### src/rtl/tts_pkg.sv
// ---------------------------------------------------------------------------
// tts_pkg -- shared types and constants for the truth-table sequencer.
//   tts_state_e : sequencer FSM states (IDLE, SETTLE, SAMPLE, FINISH)
//   MAX_IN      : widest supported input count (vec width)
//   TABLE_W     : captured-response table width (2**MAX_IN)
//   CNT_W       : ones counter width (must hold TABLE_W itself)
//   SETTLE_W    : settle timer width (SETTLE range 0..7)
// ---------------------------------------------------------------------------
package tts_pkg;

    localparam int MAX_IN   = 4;
    localparam int TABLE_W  = 16;
    localparam int CNT_W    = 5;
    localparam int SETTLE_W = 3;

    typedef enum logic [1:0] {
        ST_IDLE   = 2'd0,
        ST_SETTLE = 2'd1,
        ST_SAMPLE = 2'd2,
        ST_FINISH = 2'd3
    } tts_state_e;

    // Highest legal index for a given input count, in 4-bit index arithmetic.
    function automatic logic [MAX_IN-1:0] last_index(input int n_in);
        return MAX_IN'((1 << n_in) - 1);
    endfunction

endpackage

### src/rtl/truth_table_seq_if.sv
// ---------------------------------------------------------------------------
// truth_table_seq_if -- bus between the sequencer and the logic under test.
//   start      : request a full truth-table sweep
//   resp       : response of the combinational function under test
//   vec        : stimulus, current index (upper unused bits 0)
//   busy       : sweep in progress
//   done       : one-cycle completion pulse
//   resp_table : captured responses, bit i = resp for index i
//                ("table" is a reserved word in SystemVerilog)
//   ones_cnt   : number of indices that answered 1
// With TTS_CHECK_EN defined, also carries:
//   exp        : expected table
//   mismatch   : sticky mismatch flag
//   first_fail : index of the first mismatch
// modport master = sequencer side, modport slave = stimulus/target side.
// ---------------------------------------------------------------------------
interface truth_table_seq_if;
    import tts_pkg::*;

    logic                start;
    logic                resp;
    logic [MAX_IN-1:0]   vec;
    logic                busy;
    logic                done;
    logic [TABLE_W-1:0]  resp_table;
    logic [CNT_W-1:0]    ones_cnt;
`ifdef TTS_CHECK_EN
    logic [TABLE_W-1:0]  exp;
    logic                mismatch;
    logic [MAX_IN-1:0]   first_fail;

    modport master (
        input  start, resp, exp,
        output vec, busy, done, resp_table, ones_cnt, mismatch, first_fail
    );
    modport slave (
        output start, resp, exp,
        input  vec, busy, done, resp_table, ones_cnt, mismatch, first_fail
    );
`else
    modport master (
        input  start, resp,
        output vec, busy, done, resp_table, ones_cnt
    );
    modport slave (
        output start, resp,
        input  vec, busy, done, resp_table, ones_cnt
    );
`endif

endinterface

### src/rtl/tts_settle_timer.sv
// ---------------------------------------------------------------------------
// tts_settle_timer -- down-counter timing the settle wait of each vector.
//   clk      : rising-edge clock
//   rst_n    : synchronous active-low reset
//   load     : load load_val (issued on the edge that enters the wait)
//   load_val : number of wait cycles
//   expire   : high during the last wait cycle (count == 1), once per load
// ---------------------------------------------------------------------------
module tts_settle_timer
    import tts_pkg::*;
(
    input  logic                clk,
    input  logic                rst_n,
    input  logic                load,
    input  logic [SETTLE_W-1:0] load_val,
    output logic                expire
);

    logic [SETTLE_W-1:0] cnt_q, cnt_d;

    always_comb begin
        cnt_d = cnt_q;
        if (load) begin
            cnt_d = load_val;
        end else if (cnt_q != '0) begin
            cnt_d = cnt_q - SETTLE_W'(1);
        end
    end

    always_ff @(posedge clk) begin
        if (!rst_n) begin
            cnt_q <= '0;
        end else begin
            cnt_q <= cnt_d;
        end
    end

    // The count is loaded with the wait length on entry, so the first wait
    // cycle sees load_val and the final one sees 1.
    assign expire = (cnt_q == SETTLE_W'(1));

endmodule

### src/rtl/truth_table_seq.sv
// ---------------------------------------------------------------------------
// truth_table_seq -- walks every input combination of a combinational
// function, waits SETTLE cycles per vector, samples its response into a
// table and counts the ones.
// Parameters:
//   N_IN   : driven inputs (1..4)
//   SETTLE : wait cycles between driving a vector and sampling (0..7)
// Ports:
//   clk    : rising-edge clock
//   rst_n  : synchronous active-low reset
//   bus    : truth_table_seq_if.master (start/resp in, vec/busy/done/
//            resp_table/ones_cnt out)
// Optional feature macro TTS_CHECK_EN adds exp/mismatch/first_fail on the
// bus and compares each sampled response against exp.
// ---------------------------------------------------------------------------
module truth_table_seq
    import tts_pkg::*;
#(
    parameter int N_IN   = 4,
    parameter int SETTLE = 1
) (
    input  logic              clk,
    input  logic              rst_n,
    truth_table_seq_if.master bus
);

    localparam logic [1:0] S_IDLE   = ST_IDLE;
    localparam logic [1:0] S_SETTLE = ST_SETTLE;
    localparam logic [1:0] S_SAMPLE = ST_SAMPLE;
    localparam logic [1:0] S_FINISH = ST_FINISH;

    localparam logic [MAX_IN-1:0]   LAST_IDX   = last_index(N_IN);
    localparam logic [SETTLE_W-1:0] SETTLE_CYC = SETTLE_W'(SETTLE);
    // With no settle wait, each new vector goes straight to sampling.
    localparam logic [1:0]          S_VECTOR   = (SETTLE == 0) ? S_SAMPLE : S_SETTLE;

    logic [1:0]         state_q, state_d;
    logic [MAX_IN-1:0]  idx_q, idx_d;
    logic [TABLE_W-1:0] table_q, table_d;
    logic [CNT_W-1:0]   ones_q, ones_d;
    logic               timer_load;
    logic               timer_expire;
`ifdef TTS_CHECK_EN
    logic               mismatch_q, mismatch_d;
    logic [MAX_IN-1:0]  first_fail_q, first_fail_d;
`endif

    tts_settle_timer u_settle_timer (
        .clk      (clk),
        .rst_n    (rst_n),
        .load     (timer_load),
        .load_val (SETTLE_CYC),
        .expire   (timer_expire)
    );

    always_comb begin
        state_d    = state_q;
        idx_d      = idx_q;
        table_d    = table_q;
        ones_d     = ones_q;
        timer_load = 1'b0;
`ifdef TTS_CHECK_EN
        mismatch_d   = mismatch_q;
        first_fail_d = first_fail_q;
`endif
        case (state_q)
            S_IDLE: begin
                if (bus.start) begin
                    state_d    = S_VECTOR;
                    idx_d      = '0;
                    table_d    = '0;
                    ones_d     = '0;
                    timer_load = 1'b1;
`ifdef TTS_CHECK_EN
                    mismatch_d   = 1'b0;
                    first_fail_d = '0;
`endif
                end
            end
            S_SETTLE: begin
                if (timer_expire) begin
                    state_d = S_SAMPLE;
                end
            end
            S_SAMPLE: begin
                table_d[idx_q] = bus.resp;
                ones_d         = ones_q + CNT_W'(bus.resp);
`ifdef TTS_CHECK_EN
                // Only the first disagreement records its index.
                if ((bus.resp != bus.exp[idx_q]) && !mismatch_q) begin
                    mismatch_d   = 1'b1;
                    first_fail_d = idx_q;
                end
`endif
                // Compare before incrementing so the index never wraps.
                if (idx_q < LAST_IDX) begin
                    idx_d      = idx_q + MAX_IN'(1);
                    state_d    = S_VECTOR;
                    timer_load = 1'b1;
                end else begin
                    state_d = S_FINISH;
                end
            end
            S_FINISH: begin
                state_d = S_IDLE;
            end
            default: begin
                state_d = S_IDLE;
            end
        endcase
    end

    always_ff @(posedge clk) begin
        if (!rst_n) begin
            state_q <= S_IDLE;
            idx_q   <= '0;
            table_q <= '0;
            ones_q  <= '0;
`ifdef TTS_CHECK_EN
            mismatch_q   <= 1'b0;
            first_fail_q <= '0;
`endif
        end else begin
            state_q <= state_d;
            idx_q   <= idx_d;
            table_q <= table_d;
            ones_q  <= ones_d;
`ifdef TTS_CHECK_EN
            mismatch_q   <= mismatch_d;
            first_fail_q <= first_fail_d;
`endif
        end
    end

    // idx_q never exceeds LAST_IDX, so unused upper vec bits stay 0.
    assign bus.vec        = idx_q;
    assign bus.busy       = (state_q == S_SETTLE) || (state_q == S_SAMPLE);
    assign bus.done       = (state_q == S_FINISH);
    assign bus.resp_table = table_q;
    assign bus.ones_cnt   = ones_q;
`ifdef TTS_CHECK_EN
    assign bus.mismatch   = mismatch_q;
    assign bus.first_fail = first_fail_q;
`endif

endmodule

### src/flat_wrapper.sv
// flat-port wrapper written by rule: the top's interface ports become plain ports
module truth_table_seq_flat import tts_pkg::*;
#(
    parameter int N_IN   = 4,
    parameter int SETTLE = 1
)
  (clk, rst_n, bus_start, bus_resp, bus_vec, bus_busy, bus_done, bus_resp_table, bus_ones_cnt);
  truth_table_seq_if bus_i ();
  input  logic clk;
  input  logic rst_n;
  input wire logic [$bits(bus_i.start)-1:0] bus_start;
  input wire logic [$bits(bus_i.resp)-1:0] bus_resp;
  output wire logic [$bits(bus_i.vec)-1:0] bus_vec;
  output wire logic [$bits(bus_i.busy)-1:0] bus_busy;
  output wire logic [$bits(bus_i.done)-1:0] bus_done;
  output wire logic [$bits(bus_i.resp_table)-1:0] bus_resp_table;
  output wire logic [$bits(bus_i.ones_cnt)-1:0] bus_ones_cnt;
  assign bus_i.start = bus_start;
  assign bus_i.resp = bus_resp;
  assign bus_vec = bus_i.vec;
  assign bus_busy = bus_i.busy;
  assign bus_done = bus_i.done;
  assign bus_resp_table = bus_i.resp_table;
  assign bus_ones_cnt = bus_i.ones_cnt;
  truth_table_seq #(.N_IN(N_IN), .SETTLE(SETTLE)) u_core (.clk(clk), .rst_n(rst_n), .bus(bus_i));
endmodule
### config.mk
export PLATFORM = sky130hd
export DESIGN_NAME = truth_table_seq_flat
export DESIGN_NICKNAME = d
export VERILOG_FILES = /design/src/rtl/tts_pkg.sv /design/src/rtl/truth_table_seq_if.sv /design/src/rtl/tts_settle_timer.sv /design/src/rtl/truth_table_seq.sv /design/src/flat_wrapper.sv
export SDC_FILE = /design/constraint.sdc
export NUM_CORES = 1
export LEC_CHECK = 0
export ABC_AREA = 1
export CAP_MARGIN = 25
export CORE_MARGIN = 10
export CORE_UTILIZATION = 30
export CTS_CLUSTER_SIZE = 25
export DETAILED_ROUTE_END_ITERATION = 12
export GPL_ROUTABILITY_DRIVEN = 1
export PLACE_DENSITY = 0.47
export SKIP_CTS_REPAIR_TIMING = 1
export SLEW_MARGIN = 30
export SYNTH_ARGS = -nofsm -noshare
export SYNTH_HDL_FRONTEND = slang
export SYNTH_HIERARCHICAL = 1
export SYNTH_SLANG_ARGS = --single-unit
### constraint.sdc
create_clock -name clk -period 1.8 [get_ports clk]
set_input_delay 0.27 -clock clk [delete_from_list [all_inputs] [get_ports clk]]
set_output_delay 0.27 -clock clk [all_outputs]
set_load 0.02 [all_outputs]
# Yosys cells after proc, flatten, opt, wreduce, memory -nomap -nowiden
# Cells that the tools add are included.
[word_totals] ff_bits=30 input_bits=4 out_inout_bits=27 wordCells=49
[op_classes] add_sub_neg=3 magnitude_cmp=3 n_eq_ne=7 n_mux=19 bitwise=1 reduce_logical=10
[op_table] cell="case mux 16 bit (2 select lines)" n=1
[op_table] cell="bitwise mux 16 bit" n=1
[op_table] cell="two-way mux 16 bit" n=1
[op_table] cell="case mux 5 bit (2 select lines)" n=1
[op_table] cell="two-way mux 4 bit" n=2
[op_table] cell="case mux 2 bit (4 select lines)" n=1
[op_table] cell="case mux 4 bit (2 select lines)" n=1
[op_table] cell="two-way mux 2 bit" n=3
[op_table] cell="adder 5 x 1 -> 5 bit" n=1
[op_table] cell="less-than comparator 4 x 5 -> 1 bit, second input constant" n=1
[op_table] cell="two-way mux 1 bit" n=5
[op_table] cell="two-way mux 5 bit" n=1
[op_table] cell="adder 4 x 1 -> 4 bit, second input constant" n=1
[op_table] cell="demux 1 bit (select 4 bit)" n=1
[op_table] cell="equality test 2 bit, second input constant" n=2
[op_table] cell=">= comparator 4 x 1 -> 1 bit, second input constant" n=1
[op_table] cell="less-than comparator 4 bit, second input constant" n=1
[op_table] cell="!= test 2 x 1 -> 1 bit, second input constant" n=2
[op_table] cell="AND reduction 2 bit" n=2
[op_table] cell="nonzero test 2 bit" n=2
[op_table] cell="equality test 3 x 1 -> 1 bit, second input constant" n=1
[op_table] cell="AND reduction 3 bit" n=1
[op_table] cell="nonzero test 3 bit" n=1
[op_table] cell="subtractor 3 x 1 -> 3 bit, second input constant" n=1
[op_table] cell="8 further kinds" n=8

# Depth between registers and ports, before layout
# Gate-level depths: netlist of the first run.
[logic_depth] word_depth=6 ltp_mapped=10 mapped_depth_nobuf=10

# Hierarchy
# The synthesis of the first run kept the hierarchy.
[modules_own_cells] module="truth_table_seq" instances=1 cells_per_inst=229 area_per_inst_um2=1579.0 seq_area_each_um2=540.5
[modules_own_cells] module="tts_settle_timer" instances=1 cells_per_inst=36 area_per_inst_um2=219.0 seq_area_each_um2=60.1

# Least setup slack after synthesis of the first run
# Ideal clock, no wire load.
[synth_timing] kind="register -> register" startpoint="reg u_core.idx_q[1], in the netlist u_core/bus.vec[1]" endpoint="reg u_core.u_settle_timer.cnt_q[1]" setup_time_ns=0.112 arrival_time_ns=1.440 t_required_ns=1.688 setup_slack_ns=0.248 path_stages_with_launch=9 path_buffers=0 period_less_slack_ns=1.552 path_cell_list="dfxtp_1 ha_1 nand3_2 nand2_1 nand2_1 nor2_2 nand3_1 nand2_1 nor2_1"
[synth_between] elab_chain_cells=4
[synth_lines] element="from (decl)" line_no="truth_table_seq.sv:38" rtl="logic [MAX_IN-1:0] idx_q, idx_d;"
[synth_lines] element="from (signal assigned)" line_no="truth_table_seq.sv:125" rtl="idx_q <= idx_d;"
[synth_lines] element="less-than comparator 4 bit" line_no="truth_table_seq.sv:96" rtl="if (idx_q < LAST_IDX) begin"
[synth_lines] element="two-way mux 1 bit" line_no="truth_table_seq.sv:96"
[synth_lines] element="case mux 1 bit (2 select lines)" line_no="truth_table_seq.sv:66" rtl="case (state_q)"
[synth_lines] element="named net u_core.timer_load" line_no="truth_table_seq.sv:41" rtl="logic timer_load;"
[synth_lines] element="OR reduction 2 bit (no line)"
[synth_lines] element="to (signal assigned)" line_no="tts_settle_timer.sv:34" rtl="cnt_q <= cnt_d;"
[synth_lines] element="to (decl)" line_no="tts_settle_timer.sv:19" rtl="logic [SETTLE_W-1:0] cnt_q, cnt_d;"
# The timed path passes the listed nets, and every way through them passes these cells.
# A chain may end at the register's enable or synchronous reset.

# Worst setup path after layout of the first run
[layout_timing] startpoint="reg u_core.state_q[0]" endpoint="out bus_done"
[layout_between] elab_chain_cells=1
[layout_lines] element="from (decl)" line_no="truth_table_seq.sv:37" rtl="logic [1:0] state_q, state_d;"
[layout_lines] element="from (signal assigned)" line_no="truth_table_seq.sv:124" rtl="state_q <= state_d;"
[layout_lines] element="equality test 2 bit" line_no="truth_table_seq.sv:138" rtl="assign bus.done = (state_q == S_FINISH);"
[layout_lines] element="to (decl)" line_no="flat_wrapper.sv:15" rtl="output wire logic [$bits(bus_i.done)-1:0] bus_done;"
# Every way passes these cells.

==> metrics.md, run 1 <==
| Metric | Value |
|---|---|
| Fin crit period | 1.70 ns |
| Placed instance count | between 300 and 400 |
| Crit path kind | reg2out |
| GR Layer Usage met3 | 0.0313 |
| GR Layer Usage met1 | 0.118 |
| Crit start category | register |
| Yosys reg bits | 30 |
| Cell Count, Final, Fillers Out | 383 |
| Rows | 28 |
| Hold crit path type | reg2reg |
| Crit path DAT | 1.43 ns |
| Core area | a little under 6000 um^2 |
| Power per Cell Area | 1050 nW/um^2 |
| WL per Instance | between 10 and 15 um |
| CP Capture Type | output port |
| Global routing usage on met2 | 0.139 |
| Int Pwr | ~0.0014 W |
| Initial DRC count | 62 |
| Clk sink count | 30 |
| Clock power frac | 0.230 |
| Post-synth top cells | nand2_1 (84), inv_1 (34), dfxtp_1 (30), nand3_1 (24), nor2_1 (18) |
| TritonCTS clock tree | built |
| # port buffers | 30 |
| Antenna viol nets, final | 0 |
| Dpl hpwl | 3380 um |
| Area contributors post-synth | dfxtp_1 (33%), nand2_1 (18%), ha_1 (9.7%) |
| Worst-Skew Late Latency | ~0.28 ns |
| Sequential power share | 0.319 |
| FFs w/ async S/R, synth | 0 |
| Largest net degree at the start of global routing | 17 |
| Post-synthesis sequential area ratio | 0.334 |
| P&R area growth vs syn | 29.6% |
| Status | finished, final reports clean |
| Worst Path Required | ~1.5 ns |
| # nets final | 325 |
| F_max | ~600 MHz |
| Most used DFF post-synth | dfxtp_1 |
| Synthesized area | 1800 um^2 |
| Post-synth top area share | 0.334 |
| Max Cap Viol | 0 |
| Static Leakage | about 1.0 nW |
| EDFF count, synth | 0 |
| Average cell area after synthesis | just under 7 um^2 |
| Max VDD drop | roughly 0.4 mV |
| Final Setup Violations | 0 |
| Reg clk slew, reported paths | 0.07 ns |
| Antenna fix cells | 0 |
| Total Die Area | between 9000 and 10000 um^2 |
| Cells after synthesis | 265 |
| CTS Root Cell | clkbuf_8 |
| Max clock buf depth | 2 |
| Clk_skew | 0.00806 ns |
| Final slew viol count | 0 |
| GRT Max-Usage Layer | met2 |
| Critical Path Fanout Max | 4 |
| # DRC | 0 |
| Switching Fraction | 0.409 |
| Post-DP Area | about 2200 um^2 |
| Inserted Clock Buffers | 5 |
| Vias in the first global route | ~1.5k |
| Chip width | slightly below 100 um |
| GR Overflow Total | 0 |
| Number of antenna violations at the first check in global routing | 0 |
| Finished Cell Area | ~2300 um^2 |
| I/O pins | 31 |
| Synth warnings | 6 |
| Die Y | between 90 and 100 um |
| Vias per cell | around 4.4 |
| First-pass GRT wire length | approximately 7400 um |
| Distinct cells, synth | 25 |
| RSZ-0062 raised after global routing | no |
| Combinational power share | 0.451 |
| Initial Utilization | 0.305 |
| Total GRT Usage | 0.0923 |
| GPL Wtd Cong | 0.766 |
| H-Tree Level Count | 2 |
| Total routed wirelength | 4410 um |
| P_sw | 0.000999 W |
| Fin crit share | 0.947 |
| Final Hold Fails | 0 |
| Most frequent cell after synthesis | nand2_1 |
| Share of cells above drive strength 1 | 0.130 |
| Setup total negative slack | 0 ns |
| Area leader, netlist | dfxtp_1 |
| # fillers | ~640 |
| Vias post-DR | between 1.5k and 2k |
| First-pass detailed-route iteration total | 4 |
state kept, by name, indices dropped and copies added (netlist names):
| name | cells |
|---|---|
| u_core/bus.ones_cnt | 5 |
| u_core/bus.resp_table | 16 |
| u_core/bus.vec | 4 |
| u_core/state_q | 2 |
| u_core/u_settle_timer/cnt_q | 3 |
layout by cell type (no fill, tap or decap), types with 5 or more instances in the layout:
cell / synthesis / routed
nand2_2: 5 / 5
dfxtp_1: 30 / 30
inv_1: 34 / 34
nand3_1: 24 / 24
nor2_1: 18 / 18
nand2_1: 84 / 84
ha_1: 14 / 14
clkdlybuf4s50_1: 0 / 29
a21oi_1: 14 / 14
o21ai_0: 8 / 8
clkbuf_8: 0 / 6
a21oi_2: 10 / 10
buf_4: 3 / 12
through the flow:
step                       util  total power (W)  setup WS [ns]  hold WS [ns]
after floorplan               -          0.00164          0.248         0.393
after global placement    0.380          0.00192          0.174         0.454
after detailed placement  0.380          0.00191          0.170         0.455
after CTS                 0.396          0.00249         -0.141         0.465
after global routing      0.396          0.00269       0.000486         0.489
final                     0.396          0.00244         0.0956         0.463
cells by family (layout without fill, tap and decap cells):
kind of cell,count (synthesis),in the layout,share of synthesized area
compound gates,34,34,0.116
other cells,2,3,0.00418
buf+inv,44,86,0.111
flops,30,30,0.334
simple gates,141,141,0.337
fa+ha+maj,14,14,0.0974
per-layer routing:
layer  vias to the layer above  wire length, um
met1                       740             2130
met5                         -                0
met3                         5              202
met2                        28             2010
li1                        914                -
met4                         0               68
path summary, 6_finish.rpt:
| check | slack [ns] | to | startpoint | cells after the start |
|---|---|---|---|---|
| worst max-delay path | 0.1 | bus_done | u_core/state_q[0]$_SDFFE_PN0P_ | 2 |
| worst max register to register | 0.21 | u_core/bus.ones_cnt[4]$_SDFFE_PN0P_ | u_core/state_q[0]$_SDFFE_PN0P_ | 8 |
| worst min register to register | 0.46 | u_core/bus.resp_table[3]$_SDFFE_PN0P_ | u_core/bus.resp_table[3]$_SDFFE_PN0P_ | 2 |
| worst min-delay path | 0.46 | u_core/bus.resp_table[3]$_SDFFE_PN0P_ | u_core/bus.resp_table[3]$_SDFFE_PN0P_ | 2 |
worst max-delay path, cell delays in order, from the launching register on:
cell and delay, ns:
dfxtp_1 0.37, ha_1 0.17, clkdlybuf4s50_1 0.60
cell type report:
class | count | area [um^2] | area share
repair buffers | 43 | 413 | 0.177
inverters | 35 | 131 | 0.0564
clock buffers | 7 | 86.3 | 0.0370
multi-input cells | 192 | 1000 | 0.429
flip-flops and latches | 30 | 601 | 0.258
well taps | 75 | 93.8 | 0.0403
clock inverters | 1 | 5.00 | 0.00215
power by group through the flow:
stage | clock network [W] | registers (W) | logic, W
global route | 0.000623 | 0.000788 | 0.00128
detailed placement | 0 | 0.000797 | 0.00111
finish | 0.000561 | 0.000779 | 0.00110
global placement | 0 | 0.000795 | 0.00112
floorplan | 0 | 0.000803 | 0.000839
CTS | 0.000589 | 0.000780 | 0.00112
Note: power is estimated with default switching activity, not from simulation.
==> run 2, diff against run 1 <==
- CAP_MARGIN: 25 -> unset
- GPL_TIMING_DRIVEN: unset -> 0
==> run 2 against run 1 <==
Via count decreased by 1.8%. Final cell count decreased by 1.3%. Routed wire length increased by 1.9%. Largest power group unchanged. Highest routed layer unchanged.
==> metrics.md, run 2 (synthesized netlist as in run 1, its figures left out) <==
| Metric | Value |
|---|---|
| Worst Path Required | 1.53 ns (about the same) |
| Final slew viol count | 0 (unchanged) |
| # fillers | 653 (+2.2%) |
| Crit path DAT | 1.41 ns (-0.02 ns) |
| Slew headroom | 0.544 |
| Commonest cells after routing, fill and taps aside | nand2_1 (83), inv_1 (34), dfxtp_1 (30), clkdlybuf4s50_1 (29), nand3_1 (24) |
| Post-DP Area | 2200 um^2 (-1.8%) |
| Final Hold Fails | 0 (unchanged) |
| Vias post-DR | 1656 (-1.8%) |
| Rows | 28 (unchanged) |
| # nets final | 321 (-1.2%) |
| Crit-path cells | ha_1 -> clkdlybuf4s50_1 |
| RSZ-0062 raised after global routing | no |
| CTS Root Cell | clkbuf_8 |
| Die Y | 97.4 um (unchanged) |
| F_max | 595 MHz (+1.5%) |
| Clk sink count | 30 (unchanged) |
| Antenna fix cells | 0 (unchanged) |
| Static Leakage | 0.974 nW (-3.6%) |
| Total Die Area | 9490 um^2 (unchanged) |
| Largest register FFs | 16 (unchanged) |
| GR Overflow Total | 0 (unchanged) |
| Vias per cell | 4.38 (-0.54%) |
| Hold slack | 0.461 ns (-0.00160 ns) |
| Crit path max-delay cell type | clkdlybuf4s50_1 |
| Worst-Skew Late Latency | 0.29 ns (about the same) |
| Crit start category | register |
| Multi-input gate area | 1010 um^2 (+0.50%) |
| Placed instance count | 371 (-1.1%) |
| P&R area growth vs syn | 26.9% |
| Slew of the pin with the lowest slew margin | just under 0.7 ns |
| Hold crit path type | reg2reg |
| Initial Utilization | 0.305 (unchanged) |
| Clk_skew | 0.00792 ns (-0.000133 ns) |
| # DRC | 0 (unchanged) |
| Power per Cell Area | 1060 nW/um^2 (+0.98%) |
| Inserted Clock Buffers | 5 (unchanged) |
| Total routed wirelength | 4490 um (+1.9%) |
| FF/Latch Area | 601 um^2 (unchanged) |
| First-pass detailed-route iteration total | 4 (unchanged) |
| Max VDD drop | 0.451 mV (+16%) |
| Worst path max stage delay | 0.60 ns (about the same) |
| Max clock buf depth | 2 (unchanged) |
| Vias in the first global route | 1625 (+6.4%) |
| Antenna viol nets, final | 0 (unchanged) |
| Final Setup Violations | 0 (unchanged) |
| Total GRT Usage | 0.0994 (+0.00719) |
| GPL Wtd Cong | 0.774 (+0.99%) |
| Fin crit period | 1.68 ns (-0.0251 ns) |
| # port buffers | 30 (unchanged) |
| Commonest non-fill, non-tap cell in the layout | nand2_1 |
| Crit path kind | reg2out |
| Critical Path Fanout Max | 4 (unchanged) |
| Chip width | 97.4 um (unchanged) |
| Reg clk slew, reported paths | 0.07 ns (about the same) |
| Largest net degree at the start of global routing | 11 (-6) |
| CP Capture Type | output port |
| WL per Instance | 11.9 um (+3.3%) |
| First-pass GRT wire length | 7840 um (+5.8%) |
| Share of cells above drive strength 1 | 0.119 (-0.0111) |
| Core area | 5890 um^2 (unchanged) |
| Dpl hpwl | 3390 um (+0.34%) |
| Finished Cell Area | 2280 um^2 (-2.1%) |
| Cell Count, Final, Fillers Out | 378 (-1.3%) |
| Status | finished, final reports clean |
| H-Tree Level Count | 2 (unchanged) |
| TritonCTS clock tree | built |
| Fin crit share | 0.933 (-0.0139) |
| Max Cap Viol | 0 (unchanged) |
| Initial DRC count | 68 (+9.7%) |
| Number of antenna violations at the first check in global routing | 0 (unchanged) |
| I/O pins | 31 (unchanged) |
run 2: path summary, 6_finish.rpt:
kind | from | endpoint | slack [ns] | cells past startpoint
min | u_core/bus.resp_table[4]$_SDFFE_PN0P_ | u_core/bus.resp_table[4]$_SDFFE_PN0P_ | 0.46 | 2
min reg2reg | u_core/bus.resp_table[4]$_SDFFE_PN0P_ | u_core/bus.resp_table[4]$_SDFFE_PN0P_ | 0.46 | 2
max | u_core/state_q[0]$_SDFFE_PN0P_ | bus_done | 0.12 | 2
max reg2reg | u_core/state_q[0]$_SDFFE_PN0P_ | u_core/u_settle_timer/cnt_q[0]$_SDFFE_PN0P_ | 0.18 | 9
run 2: power by group:
group / internal [W] / switching [W] / leakage, nW
Clock: 0.000259 / 0.000263 / 0.0438
Sequential: 0.000730 / 0.0000465 / 0.243
Combinational: 0.000406 / 0.000710 / 0.687
run 2: layer usage:
metal | wire length (um) | track usage | part of all wire
met1 | 2160 | 0.117 | 0.48
met2 | 2030 | 0.160 | 0.45
met3 | 216 | 0.0334 | 0.048
met4 | 83 | 0.0436 | 0.018
met5 | 0 | 0 | 0
run 2: critical path: cells and delay by family, from the launching register on:
family,cells,cell delay (ns)
flops,1,0.37
buf+inv,1,0.60
fa+ha+maj,1,0.16
run 2: final cells by class:
class                           instances  share of cell area
Buffer                                  9              0.0302
Clock buffer                            5              0.0302
Clock inverter                          2             0.00439
Inverter                               35              0.0576
Multi-Input combinational cell        192               0.441
Sequential cell                        30               0.263
Tap cell                               75              0.0411
Timing Repair Buffer                   30               0.133
run 2: per-stage QoR:
stage | power, W | TNS (ns) | setup slack, ns | util
floorplan | 0.00164 | 0 | 0.248 | -
finish | 0.00241 | 0 | 0.121 | 0.388
global placement | 0.00193 | -0.819 | -0.0950 | 0.373
CTS | 0.00246 | -0.145 | -0.145 | 0.386
global route | 0.00266 | 0 | 0.0192 | 0.388
detailed placement | 0.00192 | -0.894 | -0.115 | 0.373
==> run 3, diff against run 2 <==
- ABC_AREA: 1 -> unset
- PLACE_DENSITY: 0.47 -> 0.48
==> run 3 against run 2 <==
The run now ends with negative setup slack left. Critical path depth rose by 6. Highest routed layer unchanged. Count of clock-buffer cells in the layout rose by 2. Power fell by 8.2%. Via count fell by 5.5%.
==> metrics.md, run 3 <==
| Metric | Value |
|---|---|
| I/O pins | 31 (unchanged) |
| WL per Instance | 15.0 um (+26%) |
| Rows | 27 (-3.6%) |
| Clock power frac | 0.230 (+0.014) |
| Most frequent cell after synthesis | dfxtp_1 |
| Total routed wirelength | 4660 um (+3.7%) |
| Crit path DAT | 2.02 ns (+0.61 ns) |
| Max clock buf depth | 2 (unchanged) |
| Post-synthesis adder-cell area fraction | 0.104 (+0.00705) |
| Synth warnings | 6 (unchanged) |
| Synthesized area | 1680 um^2 (-6.8%) |
| Area leader, netlist | dfxtp_1 |
| Status | finished, violations left |
| Crit path max-delay cell type | dfxtp_1 |
| Clk_skew | 0.00478 ns (-0.00315 ns) |
| Antenna viol nets, final | 0 (unchanged) |
| Commonest non-fill, non-tap cell in the layout | dfxtp_1 |
| Slew of the pin with the lowest slew margin | 0.541 ns (-0.143 ns) |
| Post-synth top area share | 0.358 (+0.0242) |
| Largest net degree at the start of global routing | 11 (unchanged) |
| Int Pwr | 0.00138 W (-1.2%) |
| # port buffers | 30 (unchanged) |
| Finished Cell Area | 2170 um^2 (-5.0%) |
| Vias post-DR | 1565 (-5.5%) |
| Die Y | 94.8 um (-2.7%) |
| Most used DFF post-synth | dfxtp_1 |
| Buf/Inv on CP | 3 (+2) |
| # nets final | 257 (-20%) |
| Combinational power share | 0.416 (-0.046) |
| CP Capture Type | register |
| Average cell area after synthesis | 8.34 um^2 (+23%) |
| Critical path's top delay family | buffers and inverters |
| Final slew viol count | 0 (unchanged) |
| Post-synthesis sequential area ratio | 0.358 (+0.0242) |
| DP Worst Slack | -0.228 ns (-0.113 ns) |
| Placed instance count | 304 (-18%) |
| GR Overflow Total | 0 (unchanged) |
| # DRC | 0 (unchanged) |
| GPL Wtd Cong | 0.805 (+4.0%) |
| Initial Utilization | 0.306 (+0.000871) |
| Reg clk slew, reported paths | 0.06 ns (about the same) |
| Crit path kind | reg2reg |
| H-Tree Level Count | 2 (unchanged) |
| Worst path max stage delay | 0.38 ns (-0.22 ns) |
| # fillers | 585 (-10%) |
| Max VDD drop | 0.378 mV (-16%) |
| Dpl hpwl | 3460 um (+2.1%) |
| Cell Count, Final, Fillers Out | 311 (-18%) |
| Final core occ | 0.396 (+0.00845) |
| Static Leakage | 0.781 nW (-20%) |
| First-pass detailed-route iteration total | 4 (unchanged) |
| Clk sink count | 30 (unchanged) |
| Core area | 5470 um^2 (-7.0%) |
| Post-Synth XOR/XNOR Area | 0 (unchanged) |
| Crit start category | register |
| Antenna fix cells | 0 (unchanged) |
| Fin crit period | 1.85 ns (+0.166 ns) |
| FFs w/ async S/R, synth | 0 (unchanged) |
| Fin crit share | 1.03 (+0.0923) |
| Multi-input gate area | 1000 um^2 (-0.62%) |
| CTS Root Cell | clkbuf_8 |
| Inserted Clock Buffers | 5 (unchanged) |
| Post-Synth Simple-Gate Area | 0.266 (-0.0711) |
| Post-synthesis mux area share | 0.0149 (+0.0149) |
| FF/Latch Area | 601 um^2 (unchanged) |
| Worst Path Required | 1.97 ns (+0.44 ns) |
| Post-synth top cells | dfxtp_1 (30), a21oi_1 (21), nand2_1 (20), o22ai_1 (16), ha_1 (14) |
| Number of antenna violations at the first check in global routing | 0 (unchanged) |
| Sequential power share | 0.354 (+0.032) |
| Crit-path cells | inv_1 -> ha_2 -> buf_4 -> clkbuf_4 -> nand2_1 -> nand2_2 -> nor2b_2 -> a2111oi_1 |
| RSZ-0062 raised after global routing | yes |
| EDFF count, synth | 0 (unchanged) |
| Distinct cells, synth | 39 (+56%) |
| Initial DRC count | 97 (+43%) |
| Share of cells above drive strength 1 | 0.113 (-0.00584) |
| Failing checks | negative setup slack |
| Vias per cell | 5.03 (+15%) |
| Synth Area in Compound Gates | 0.197 (+0.0808) |
| TritonCTS clock tree | built |
| Largest register FFs | 16 (unchanged) |
| Area contributors post-synth | dfxtp_1 (36%), ha_1 (10%), a21oi_1 (6.3%) |
| Slew headroom | 0.639 (+0.0955) |
| Vias in the first global route | 1577 (-3.0%) |
| Max Cap Viol | 0 (unchanged) |
| Critical Path Fanout Max | 10 (+6) |
| Switching Fraction | 0.378 (-0.0445) |
| Worst-Skew Late Latency | 0.28 ns (about the same) |
| Cells after synthesis | 201 (-24%) |
| Hold slack | 0.465 ns (+0.00350 ns) |
| F_max | 542 MHz (-9.0%) |
| Chip width | 94.8 um (-2.7%) |
| Main combinational cell family by area after synthesis | simple AND/OR/NAND/NOR gates |
| P&R area growth vs syn | 29.3% |
| Commonest cells after routing, fill and taps aside | dfxtp_1 (30), clkdlybuf4s50_1 (29), a21oi_1 (21), nand2_1 (19), o22ai_1 (16) |
| Total Die Area | 8980 um^2 (-5.4%) |
| Setup WS post-layout | -0.0455 ns (-0.166 ns) |
| Total GRT Usage | 0.111 (+0.0120) |
| Post-DP Area | 2070 um^2 (-5.7%) |
| First-pass GRT wire length | 7960 um (+1.5%) |
| P_sw | 0.000837 W (-18%) |
| Yosys reg bits | 30 (unchanged) |
| Final Setup Violations | 2 (+2) |
| Power per Cell Area | 1020 nW/um^2 (-3.4%) |
| Final Hold Fails | 0 (unchanged) |
| Hold crit path type | reg2reg |
run 3: cell count changes after synthesis, sizes merged, moves of 3 or more:
| cell | before | now |
|---|---|---|
| inv | 35 | 9 |
| nand2 | 89 | 20 |
| clkbuf | 2 | 5 |
| or3b | 0 | 4 |
| o22ai | 0 | 16 |
| nor2 | 21 | 2 |
| and3 | 1 | 5 |
| o21ai | 9 | 6 |
| nand3b | 0 | 8 |
| a21oi | 24 | 21 |
| nand3 | 25 | 11 |
| nor2b | 0 | 8 |
| or3 | 0 | 3 |
| nand2b | 0 | 4 |
run 3: layout make-up:
| cell class | instances | area share |
|---|---|---|
| buffer | 13 | 0.0300 |
| clock buffer | 7 | 0.0352 |
| inverter | 9 | 0.0156 |
| multi-input combinational | 150 | 0.461 |
| sequential | 30 | 0.277 |
| tap | 72 | 0.0415 |
| timing repair buffer | 30 | 0.140 |
run 3: worst paths after layout:
check,endpoint,slack [ns],from,cells past startpoint
hold / removal,u_core/bus.resp_table[3]$_SDFFE_PN0P_,0.46,u_core/bus.resp_table[3]$_SDFFE_PN0P_,2
hold reg to reg,u_core/bus.resp_table[3]$_SDFFE_PN0P_,0.46,u_core/bus.resp_table[3]$_SDFFE_PN0P_,2
setup reg to reg,u_core/u_settle_timer/cnt_q[1]$_SDFFE_PN0P_,-0.05,u_core/state_q[0]$_SDFFE_PN0P_,8
setup / recovery,u_core/u_settle_timer/cnt_q[1]$_SDFFE_PN0P_,-0.05,u_core/state_q[0]$_SDFFE_PN0P_,8
run 3: metal layers:
metal	routed length (um)	track usage	vias to the layer above	part of all wire
li1	-	-	802	-
met1	2190	0.145	729	0.47
met5	0	0	-	0
met4	58	0.0374	0	0.012
met2	2130	0.172	29	0.46
met3	279	0.0325	5	0.060
run 3: power by group through the flow:
stage | combinational (W) | sequential [W] | clock [W]
4_1_cts | 0.000898 | 0.000786 | 0.000524
2_1_floorplan | 0.000665 | 0.000794 | 0
6_report | 0.000921 | 0.000785 | 0.000509
5_1_grt | 0.00103 | 0.000798 | 0.000560
3_3_place_gp | 0.000895 | 0.000801 | 0
3_5_place_dp | 0.000896 | 0.000800 | 0
run 3: worst register-to-register path: cells and delay by family, from the launching register on:
| family | cells | cell delay, ns |
|---|---|---|
| compound gates | 1 | 0.29 |
| buf+inv | 3 | 0.48 |
| flops | 1 | 0.38 |
| simple gates | 3 | 0.38 |
| fa+ha+maj | 1 | 0.23 |
run 3: logic make-up after synthesis:
group / count (synthesis)
compound gates: 54
fa+ha+maj: 14
buf+inv: 22
flops: 30
mux: 2
other cells: 2
simple gates: 77
run 3: metrics by stage:
step | power (W) | setup TNS [ns]
4_1_cts | 0.00221 | -0.846
3_5_place_dp | 0.00170 | -1.06
2_1_floorplan | 0.00146 | 0
3_3_place_gp | 0.00170 | -1.38
6_report | 0.00222 | -0.0863
5_1_grt | 0.00239 | -2.88
